===== src/rtl/seven_seg_scan_driver.sv =====
// Time-multiplexed common-anode hex display driver with a per-frame input snapshot.
// Optional feature macro: LEADING_ZERO_SUPPRESS_EN (blank leading zero digits).
module seven_seg_scan_driver #(
  parameter int NUM_DIGITS        = 8,
  parameter int DIGIT_HOLD_CYCLES = 100000
) (
  input  logic                      clk,
  input  logic                      rst_n,
  input  logic                      en,
  input  logic [4*NUM_DIGITS-1:0]   value,
  input  logic [NUM_DIGITS-1:0]     dp_mask,
  input  logic [NUM_DIGITS-1:0]     blank_mask,
  output logic [6:0]                a_to_g_n,
  output logic                      dp_n,
  output logic [NUM_DIGITS-1:0]     an_n,
  output logic                      frame_tick
);

  localparam int CW = $clog2(DIGIT_HOLD_CYCLES);
  localparam int IW = (NUM_DIGITS > 1) ? $clog2(NUM_DIGITS) : 1;
  localparam logic [CW-1:0] CNT_MAX = CW'(DIGIT_HOLD_CYCLES - 1);
  localparam logic [IW-1:0] IDX_MAX = IW'(NUM_DIGITS - 1);

  // Hex nibble to active-low ABCDEFG (bit6 = A).
  function automatic logic [6:0] decode_hex(input logic [3:0] nib);
    logic [6:0] seg;
    case (nib)
      4'h0:    seg = 7'b0000001;
      4'h1:    seg = 7'b1001111;
      4'h2:    seg = 7'b0010010;
      4'h3:    seg = 7'b0000110;
      4'h4:    seg = 7'b1001100;
      4'h5:    seg = 7'b0100100;
      4'h6:    seg = 7'b0100000;
      4'h7:    seg = 7'b0001111;
      4'h8:    seg = 7'b0000000;
      4'h9:    seg = 7'b0000100;
      4'hA:    seg = 7'b0001000;
      4'hB:    seg = 7'b1100000;
      4'hC:    seg = 7'b0110001;
      4'hD:    seg = 7'b1000010;
      4'hE:    seg = 7'b0110000;
      4'hF:    seg = 7'b0111000;
      default: seg = 7'b1111111;
    endcase
    return seg;
  endfunction

  logic [CW-1:0]             cnt_r;
  logic [IW-1:0]             idx_r;
  logic [4*NUM_DIGITS-1:0]   value_snap_r;
  logic [NUM_DIGITS-1:0]     dp_snap_r;
  logic [NUM_DIGITS-1:0]     blank_snap_r;

  logic                      term_s;
  logic                      frame_end_s;
  logic [3:0]                nibble_s;
  logic                      dp_bit_s;
  logic                      blank_bit_s;
  logic                      lz_bit_s;
  logic [NUM_DIGITS-1:0]     an_s;
  logic [NUM_DIGITS-1:0]     lz_s;
  logic                      zero_run_s;

  // Terminal-count and end-of-frame detection.
  always_comb begin
    term_s      = (cnt_r == CNT_MAX);
    frame_end_s = term_s && (idx_r == IDX_MAX);
  end

  // Select the current digit's nibble, flags and anode pattern.
  always_comb begin
    nibble_s    = 4'h0;
    dp_bit_s    = 1'b0;
    blank_bit_s = 1'b0;
    lz_bit_s    = 1'b0;
    an_s        = {NUM_DIGITS{1'b1}};
    for (int i = 0; i < NUM_DIGITS; i++) begin
      if (idx_r == IW'(i)) begin
        nibble_s    = value_snap_r[4*i +: 4];
        dp_bit_s    = dp_snap_r[i];
        blank_bit_s = blank_snap_r[i];
        lz_bit_s    = lz_s[i];
        an_s[i]     = 1'b0;
      end else begin
        an_s[i]     = 1'b1;
      end
    end
  end

`ifdef LEADING_ZERO_SUPPRESS_EN
  // Suppression runs down from the top digit until a nonzero nibble or a lit dp.
  always_comb begin
    zero_run_s = 1'b1;
    lz_s       = {NUM_DIGITS{1'b0}};
    for (int i = NUM_DIGITS - 1; i >= 0; i--) begin
      zero_run_s = zero_run_s & (value_snap_r[4*i +: 4] == 4'h0) & ~dp_snap_r[i];
      if (i != 0) begin
        lz_s[i] = zero_run_s;
      end else begin
        lz_s[i] = 1'b0;
      end
    end
  end
`else
  // Without suppression only blank_mask darkens a digit.
  always_comb begin
    zero_run_s = 1'b0;
    lz_s       = {NUM_DIGITS{1'b0}};
  end
`endif

  // Hold counter, digit index and input snapshot.
  always_ff @(posedge clk or negedge rst_n) begin
    if (!rst_n) begin
      cnt_r        <= {CW{1'b0}};
      idx_r        <= {IW{1'b0}};
      value_snap_r <= {(4*NUM_DIGITS){1'b0}};
      dp_snap_r    <= {NUM_DIGITS{1'b0}};
      blank_snap_r <= {NUM_DIGITS{1'b0}};
    end else if (!en) begin
      cnt_r        <= {CW{1'b0}};
      idx_r        <= {IW{1'b0}};
      value_snap_r <= value;
      dp_snap_r    <= dp_mask;
      blank_snap_r <= blank_mask;
    end else begin
      if (term_s) begin
        cnt_r <= {CW{1'b0}};
        idx_r <= (idx_r == IDX_MAX) ? {IW{1'b0}} : idx_r + IW'(1);
      end else begin
        cnt_r <= cnt_r + CW'(1);
      end
      // Fresh data only at a frame boundary so a frame never mixes two values.
      if (frame_end_s) begin
        value_snap_r <= value;
        dp_snap_r    <= dp_mask;
        blank_snap_r <= blank_mask;
      end else begin
        value_snap_r <= value_snap_r;
        dp_snap_r    <= dp_snap_r;
        blank_snap_r <= blank_snap_r;
      end
    end
  end

  // Registered display pins and frame pulse.
  always_ff @(posedge clk or negedge rst_n) begin
    if (!rst_n) begin
      an_n       <= {NUM_DIGITS{1'b1}};
      a_to_g_n   <= 7'h7F;
      dp_n       <= 1'b1;
      frame_tick <= 1'b0;
    end else begin
      frame_tick <= en && frame_end_s;
      if (!en || blank_bit_s || lz_bit_s) begin
        an_n     <= {NUM_DIGITS{1'b1}};
        a_to_g_n <= 7'h7F;
        dp_n     <= 1'b1;
      end else begin
        an_n     <= an_s;
        a_to_g_n <= decode_hex(nibble_s);
        dp_n     <= ~dp_bit_s;
      end
    end
  end

endmodule


===== config.mk =====
export PLATFORM = sky130hd
export DESIGN_NAME = seven_seg_scan_driver
export DESIGN_NICKNAME = d
export VERILOG_FILES = /design/src/rtl/seven_seg_scan_driver.sv
export SDC_FILE = /design/constraint.sdc
export NUM_CORES = 1
export LEC_CHECK = 0
export CAP_MARGIN = 20
export CORE_ASPECT_RATIO = 0.7
export CORE_MARGIN = 2
export CORE_UTILIZATION = 49
export CTS_CLUSTER_SIZE = 8
export DETAILED_ROUTE_END_ITERATION = 10
export GPL_TIMING_DRIVEN = 0
export PLACE_DENSITY = 0.77
export SETUP_SLACK_MARGIN = 0.2
export SLEW_MARGIN = 0
export SYNTH_ARGS = -nofsm -noshare
export SYNTH_HDL_FRONTEND = slang
export SYNTH_SLANG_ARGS = --single-unit

===== constraint.sdc =====
create_clock -name clk -period 2.7 [get_ports clk]
set_input_delay 0.81 -clock clk [delete_from_list [all_inputs] [get_ports clk]]
set_output_delay 0.81 -clock clk [all_outputs]
set_load 0.03 [all_outputs]

==> results of run 1 <==
==> placed cells by master (no fill, tap or decap), types with 4 or more instances in the layout <==
master / Yosys / routed
mux2i_1: 5 / 5
clkbuf_16: 0 / 9
buf_4: 1 / 17
nand2_1: 32 / 31
a221oi_2: 0 / 5
inv_2: 0 / 5
a221oi_1: 9 / 4
and2_1: 4 / 4
o21ai_0: 17 / 14
dfrtp_1: 69 / 68
and3_1: 4 / 4
nand3_1: 12 / 12
xnor2_1: 6 / 6
xor2_1: 9 / 9
clkdlybuf4s50_1: 0 / 65
ha_2: 0 / 4
nor2_1: 26 / 26
dfstp_2: 16 / 16
ha_4: 0 / 4
a21oi_1: 8 / 7
ha_1: 13 / 5
inv_1: 19 / 12
buf_12: 4 / 4
mux2_4: 40 / 41
==> metal layers <==
metal / part of all wire [%] / vias up / global-route usage, %
met3: 6.9 / 19 / 7.59
li1: - / 1470 / -
met1: 47 / 1606 / 32.1
met5: 0 / - / 0
met4: 1.6 / 0 / 6.55
met2: 45 / 130 / 35.8
==> power by group <==
group	internal [uW]	switching [uW]
Clock	748	542
Sequential	1370	61.2
Combinational	283	206
==> worst max-delay path by stage <==
stage | start | to | slack (ps)
final | idx_r[1] | a_to_g_n[3] | 130
after global routing | idx_r[1] | a_to_g_n[5] | 20
after CTS | idx_r[1] | a_to_g_n[3] | 190
after detailed placement | idx_r[2] | a_to_g_n[3] | -390
after global placement | rst_n | cnt_r[0] | -2080
after floorplan | idx_r[2] | a_to_g_n[3] | 240
==> timing repair <==
action	in CTS	in global routing
setup endpoints to repair	14	14
resized for setup	33	33
hold endpoints to repair	0	0
pin swaps	5	9
gates cloned	0	0
buffers inserted	5	7
==> worst max-delay path, cell delays in order, from the launching register on <==
cell      delay [ps]
dfrtp_1          420
inv_2             90
ha_4             180
buf_8            140
a221oi_2         250
a211o_1          160
a21oi_2           70
o32a_1           440
buf_6            150
inv_4             60
ha_4             160
mux2i_1           70
mux2_4           280
nand2_2           50
==> area by class of cell <==
class	count	area, sq um	area share, %
Clock buffer	10	239	4.12
Timing Repair Buffer	79	779	13.4
Clock inverter	6	71.3	1.23
Sequential cell	85	2150	37.1
Tap cell	120	150	2.59
Buffer	19	211	3.65
Multi-Input combinational cell	241	2120	36.6
Inverter	19	76.3	1.32
==> logic make-up (layout without fill, tap and decap cells) <==
family | after synthesis | count (layout)
AO/OA/AOI/OAI | 64 | 64
flip-flops | 85 | 85
adder cells (fa/ha/maj) | 13 | 13
AND/OR/NAND/NOR | 100 | 100
multiplexers | 49 | 49
buffers and inverters | 38 | 133
XOR/XNOR | 15 | 15
==> flip-flops by register name, summed over array words and instances (netlist names) <==
name and cells:
blank_snap_r 8, value_snap_r 32, cnt_r 17, dp_n 1, an_n 8, frame_tick 1, a_to_g_n 7, idx_r 3
dp_snap_r 8
==> stage by stage <==
stage | setup TNS [ps] | util [%] | hold WS, ps
5_1_grt | 0 | 68.1 | 458
2_1_floorplan | 0 | - | 431
6_report | 0 | 68.1 | 423
3_3_place_gp | -162620 | 60.5 | 454
3_5_place_dp | -2100 | 60.8 | 457
4_1_cts | 0 | 66.3 | 431
==> summary.md, run 1 <==
| Metric | Value |
|---|---|
| Synth warnings | `0` |
| Clock Latency Late Sink | `around 350 ps` |
| Starting Density | `50.9%` |
| Commonest cells post-synth | `dfrtp_1, mux2_4, nand2_1, nor2_1, inv_1` |
| Crit-path max FO | `8` |
| Wirelength per Cell | `between 15 and 20 microns` |
| Final ANT Viol Nets | `0` |
| Mapped cell area | `4340 sq um` |
| Detailed Route WL | `a little over 10 mm` |
| Power density cells | `554 nW/um^2` |
| Leak Pwr | `~0.0025 uW` |
| Reg2reg setup slack | `130 ps` |
| P&R area growth vs syn | `33.6%` |
| GPL Wtd Cong | `about 0.87` |
| Total global routing overflow | `0` |
| Pre-CTS WS | `-387 ps` |
| Initial antenna violation count | `0` |
| Period minus WS final | `2570 ps` |
| Vias in the first global route | `3255` |
| Largest net degree at the start of global routing | `51` |
| CTS tree | `done` |
| Clock Sinks | `85` |
| Arr. time, crit path | `~2900 ps` |
| Number of fill cells | `about 610` |
| Outcome | `complete, no violations` |
| Post-synth top flop | `dfrtp_1` |
| Ratio of cells with drive above 1 in the final layout | `31.6%` |
| Longest Clk Path Bufs | `2` |
| Worst setup margin | `130 ps` |
| Worst Max-Slew Pin Slew | `622 ps` |
| Post-Syn Area per Cell | `approximately 12 sq um` |
| Design area | `about 5800 sq um` |
| H-tree levels | `3` |
| Final max-slew violation count | `0` |
| DR vias | `3225` |
| XOR/XNOR Fraction of Synth Area | `3.03%` |
| Core Box Area | `8510 sq um` |
| Synth Area in Adders | `3.75%` |
| Clock slew at reported path FFs | `around 70 ps` |
| All-Layer GR Usage | `23.4%` |
| Drc violations | `0` |
| Antenna Cells | `0` |
| Die area | `~9600 sq um` |
| Nets | `518` |
| Synth area leader | `dfrtp_1` |
| CP required | `2990 ps` |
| Largest family of logic cells by synthesized area | `multiplexers` |
| Hold Vio Cnt, Final | `0` |
| Core Rows | `28` |
| Dpl cell area | `5170 sq um` |
| Hpwl dp | `6.95 mm` |
| Post-synth EDFFs | `0` |
| Drt initial violations | `214` |
| Rel. slew slack | `58.6%` |
| Maximum VDD drop | `0.418 mV` |
| Complex-gate fraction of the synthesized area | `10.8%` |
| Post-synthesis async set-or-reset flop share | `between 90% and 100%` |
| Simple-gate portion of the synthesized area | `11.8%` |
| Count of cell types in the netlist | `54` |
| DRT Pass-1 Iters | `5` |
| Final cell count without fillers | `between 500 and 600` |
| Die width | `approximately 120 microns` |
| RR Startpoint | `idx_r[1]` |
| Global-route wire length before repair | `16.7 mm` |
| Mux contribution to synthesized area | `16.0%` |
| Top cell type's share of synthesized area | `39.8%` |
| Seq/Total Area, Yosys | `49.5%` |
| Clk root buf | `clkbuf_16` |
| WS Path Type | `reg2reg` |
| Crit. End Element | `register` |
| # IOs | `just under 70` |
| Worst Skew | `roughly 9.0 ps` |
| Final setup viols | `0` |
| Cts hold-fix bufs | `0` |
| Die Y-Extent | `82.7 microns` |
| Buffers on Ports | `66` |
| Mapped Nets | `~430` |
| Most numerous cell in the Yosys netlist | `dfrtp_1` |
| Reg2reg end | `a_to_g_n[3]` |
| CTS Buf Count | `9` |
| Area contributors post-synth | `dfrtp_1, mux2_4, dfstp_2` |
| DR vias/cell | `5.57` |
| Worst Reg2Reg Path Length in Cells | `13` |
| Total Power | `3210 uW` |
| Yosys reg bits | `85` |
| Final period utilization | `95.2%` |
| RSZ-0062 raised after global routing | `true` |
| Mapped Cells | `364` |
| HP Class | `in2async` |
| Cells after DPL | `551` |
| Max-cap violation count | `0` |
| CP startpoint kind | `register` |
| Max Freq | `389 MHz` |
Power figures use the tool's default switching activity.
==> run 2, diff against run 1 <==
--- a/config.mk
+++ b/config.mk
@@ -13,6 +13,7 @@
 export DETAILED_ROUTE_END_ITERATION = 10
 export GPL_TIMING_DRIVEN = 0
 export PLACE_DENSITY = 0.77
+export RECOVER_POWER = 50
 export SETUP_SLACK_MARGIN = 0.2
 export SLEW_MARGIN = 0
 export SYNTH_ARGS = -nofsm -noshare
==> run 2 against run 1 <==
  * Global-route usage is the same
  * Via count shrank 0.22%
  * Sequential power is essentially flat
  * Critical endpoint unchanged
==> summary.md, run 2 (synthesis results as in run 1) <==
| Metric | Value |
|---|---|
| Outcome | `complete, no violations` |
| Biggest register | `value_snap_r` |
| CTS tree | `done` |
| Die Y-Extent | `82.7 microns (unchanged)` |
| Clock slew at reported path FFs | `60 ps (about the same)` |
| Largest net degree at the start of global routing | `51 (unchanged)` |
| Maximum VDD drop | `0.417 mV (-0.19%)` |
| DR vias/cell | `5.56 (-0.22%)` |
| Initial antenna violation count | `0 (unchanged)` |
| Die area | `9630 sq um (unchanged)` |
| Critical-path top delay cell | `o32a_1` |
| Max FFs per register | `32 (unchanged)` |
| RR Startpoint | `idx_r[2]` |
| Most common cell after layout, fill and taps aside | `dfrtp_1` |
| Power density cells | `553 nW/um^2 (-0.16%)` |
| Core Box Area | `8510 sq um (unchanged)` |
| H-tree levels | `3 (unchanged)` |
| GPL Wtd Cong | `0.869 (unchanged)` |
| CP delay by family, top | `buffers and inverters` |
| Worst setup margin | `129 ps (-0.820 ps)` |
| DR vias | `3218 (-0.22%)` |
| All-Layer GR Usage | `23.4% (unchanged)` |
| Crit. End Element | `register` |
| Hpwl dp | `6.95 mm (unchanged)` |
| Vias in the first global route | `3255 (unchanged)` |
| Crit-path max FO | `10 (+2)` |
| Pre-CTS WS | `-387 ps (unchanged)` |
| CP startpoint kind | `register` |
| Commonest cells after routing, fill and taps aside | `dfrtp_1, clkdlybuf4s50_1, mux2_4` |
| Die width | `116 microns (unchanged)` |
| Final max-slew violation count | `0 (unchanged)` |
| Reg2reg end | `a_to_g_n[3]` |
| WS Path Type | `reg2reg` |
| Arr. time, crit path | `2860 ps (about the same)` |
| Hold Vio Cnt, Final | `0 (unchanged)` |
| Detailed Route WL | `10.1 mm (-0.64%)` |
| Reg2reg setup slack | `130 ps (about the same)` |
| Max-cap violation count | `0 (unchanged)` |
| Total Power | `3200 uW (-0.27%)` |
| Total global routing overflow | `0 (unchanged)` |
| Ratio of cells with drive above 1 in the final layout | `31.4% (-0.22 points)` |
| Final period utilization | `95.2% (about the same)` |
| Leak Pwr | `0.00251 uW (about the same)` |
| Nets | `518 (unchanged)` |
| Cells along the critical path | `clkbuf_8 -> inv_4 -> ha_2 -> clkbuf_8 -> a211o_1 -> a21oi_2 -> o32a_1 -> buf_6 -> inv_4 -> ha_4 -> mux2i_1 -> mux2_4 -> nand2_2` |
| Antenna Cells | `0 (unchanged)` |
| Clock Latency Late Sink | `350 ps (about the same)` |
| Drc violations | `0 (unchanged)` |
| P&R area growth vs syn | `33.5%` |
| Final ANT Viol Nets | `0 (unchanged)` |
| Rel. slew slack | `34.9% (-24 points)` |
| Buffers on Ports | `66 (unchanged)` |
| Global-route wire length before repair | `16.7 mm (unchanged)` |
| Drt initial violations | `221 (+3.3%)` |
| CP Buf/Inv Count | `5 (+1)` |
| Max Freq | `389 MHz (about the same)` |
| Clk root buf | `clkbuf_16` |
| Wirelength per Cell | `17.5 microns (-0.64%)` |
| Longest Clk Path Bufs | `2 (unchanged)` |
| HP Class | `reg2reg` |
| Clock Sinks | `85 (unchanged)` |
| Core Rows | `28 (unchanged)` |
| DRT Pass-1 Iters | `7 (+2)` |
| Hold path depth | `1` |
| RSZ-0062 raised after global routing | `true` |
| Biggest regs | `value_snap_r (32), cnt_r (17)` |
| Worst hold start | `dp_snap_r[7]` |
| Worst Max-Slew Pin Slew | `977 ps (+356 ps)` |
| Cts hold-fix bufs | `0 (unchanged)` |
| Worst Reg2Reg Path Length in Cells | `13 (unchanged)` |
| Worst Skew | `8.90 ps (-0.100 ps)` |
| Starting Density | `50.9% (unchanged)` |
| Max incr delay on CP | `440 ps (about the same)` |
| Final setup viols | `0 (unchanged)` |
| CTS Buf Count | `9 (unchanged)` |
| Period minus WS final | `2570 ps (+0.820 ps)` |
| # IOs | `68 (unchanged)` |
| Worst min-delay path endpoint | `dp_n` |
| CP required | `2990 ps (about the same)` |
run 2: changes by cell type in the layout (fill, tap and decap cells not counted):
cell	before	now
and2_0	0	2
buf_4	17	16
clkbuf_2	1	2
or4_1	1	2
or4_4	1	0
and2_1	4	2
run 2: where the power goes:
group	switching [uW]	internal (uW)	total (uW)
sequential	60.8	1370	1430
combinational	206	282	488
clock	535	748	1280
total	801	2400	3200
run 2: area by class of cell:
class	instances	area [sq um]
Buffer	19	211
Sequential cell	85	2150
Clock inverter	6	71.3
Fill cell	613	2720
Tap cell	120	150
Clock buffer	10	239
Inverter	19	76.3
Multi-Input combinational cell	241	2120
Timing Repair Buffer	79	777
run 2: routing by layer:
metal / track usage (%) / wire, microns / share of wire, %
met1: 32.1 / 4600 / 45
met2: 35.8 / 4530 / 45
met3: 7.59 / 838 / 8.3
met4: 6.55 / 153 / 1.5
met5: 0 / 0 / 0
run 2: worst max-delay path by stage:
stage	start	end	cells past startpoint
floorplan	idx_r[2]	a_to_g_n[3]	12
global placement	rst_n	cnt_r[0]	1
detailed placement	idx_r[2]	a_to_g_n[3]	12
CTS	idx_r[1]	a_to_g_n[3]	11
global route	idx_r[1]	a_to_g_n[5]	12
finish	idx_r[2]	a_to_g_n[3]	13
run 2: per-stage QoR:
step	cell area [sq um]	TNS (ps)	hold slack, ps	utilization, %	cells
2_1_floorplan	4340	0	431	-	364
3_3_place_gp	5150	-162620	454	60.5	550
3_5_place_dp	5170	-2100	457	60.8	551
4_1_cts	5640	0	431	66.3	572
5_1_grt	5790	0	502	68.0	579
6_report	5790	0	474	68.0	579
run 2: timing repair:
action | 4_1_cts | 5_1_grt
buffers inserted | 5 | 7
endpoints found under the setup margin | 14 | 14
pin swaps | 5 | 9
resized for setup | 33 | 33
run 2: worst register-to-register path: cells and delay by family, from the launching register on:
| family | cells | cell delay (ps) |
|---|---|---|
| and+or+nand+nor | 1 | 50 |
| muxes | 2 | 350 |
| DFF | 1 | 410 |
| buffers and inverters | 5 | 680 |
| AOI/OAI and AO/OA | 3 | 640 |
| adders and majority gates | 2 | 380 |
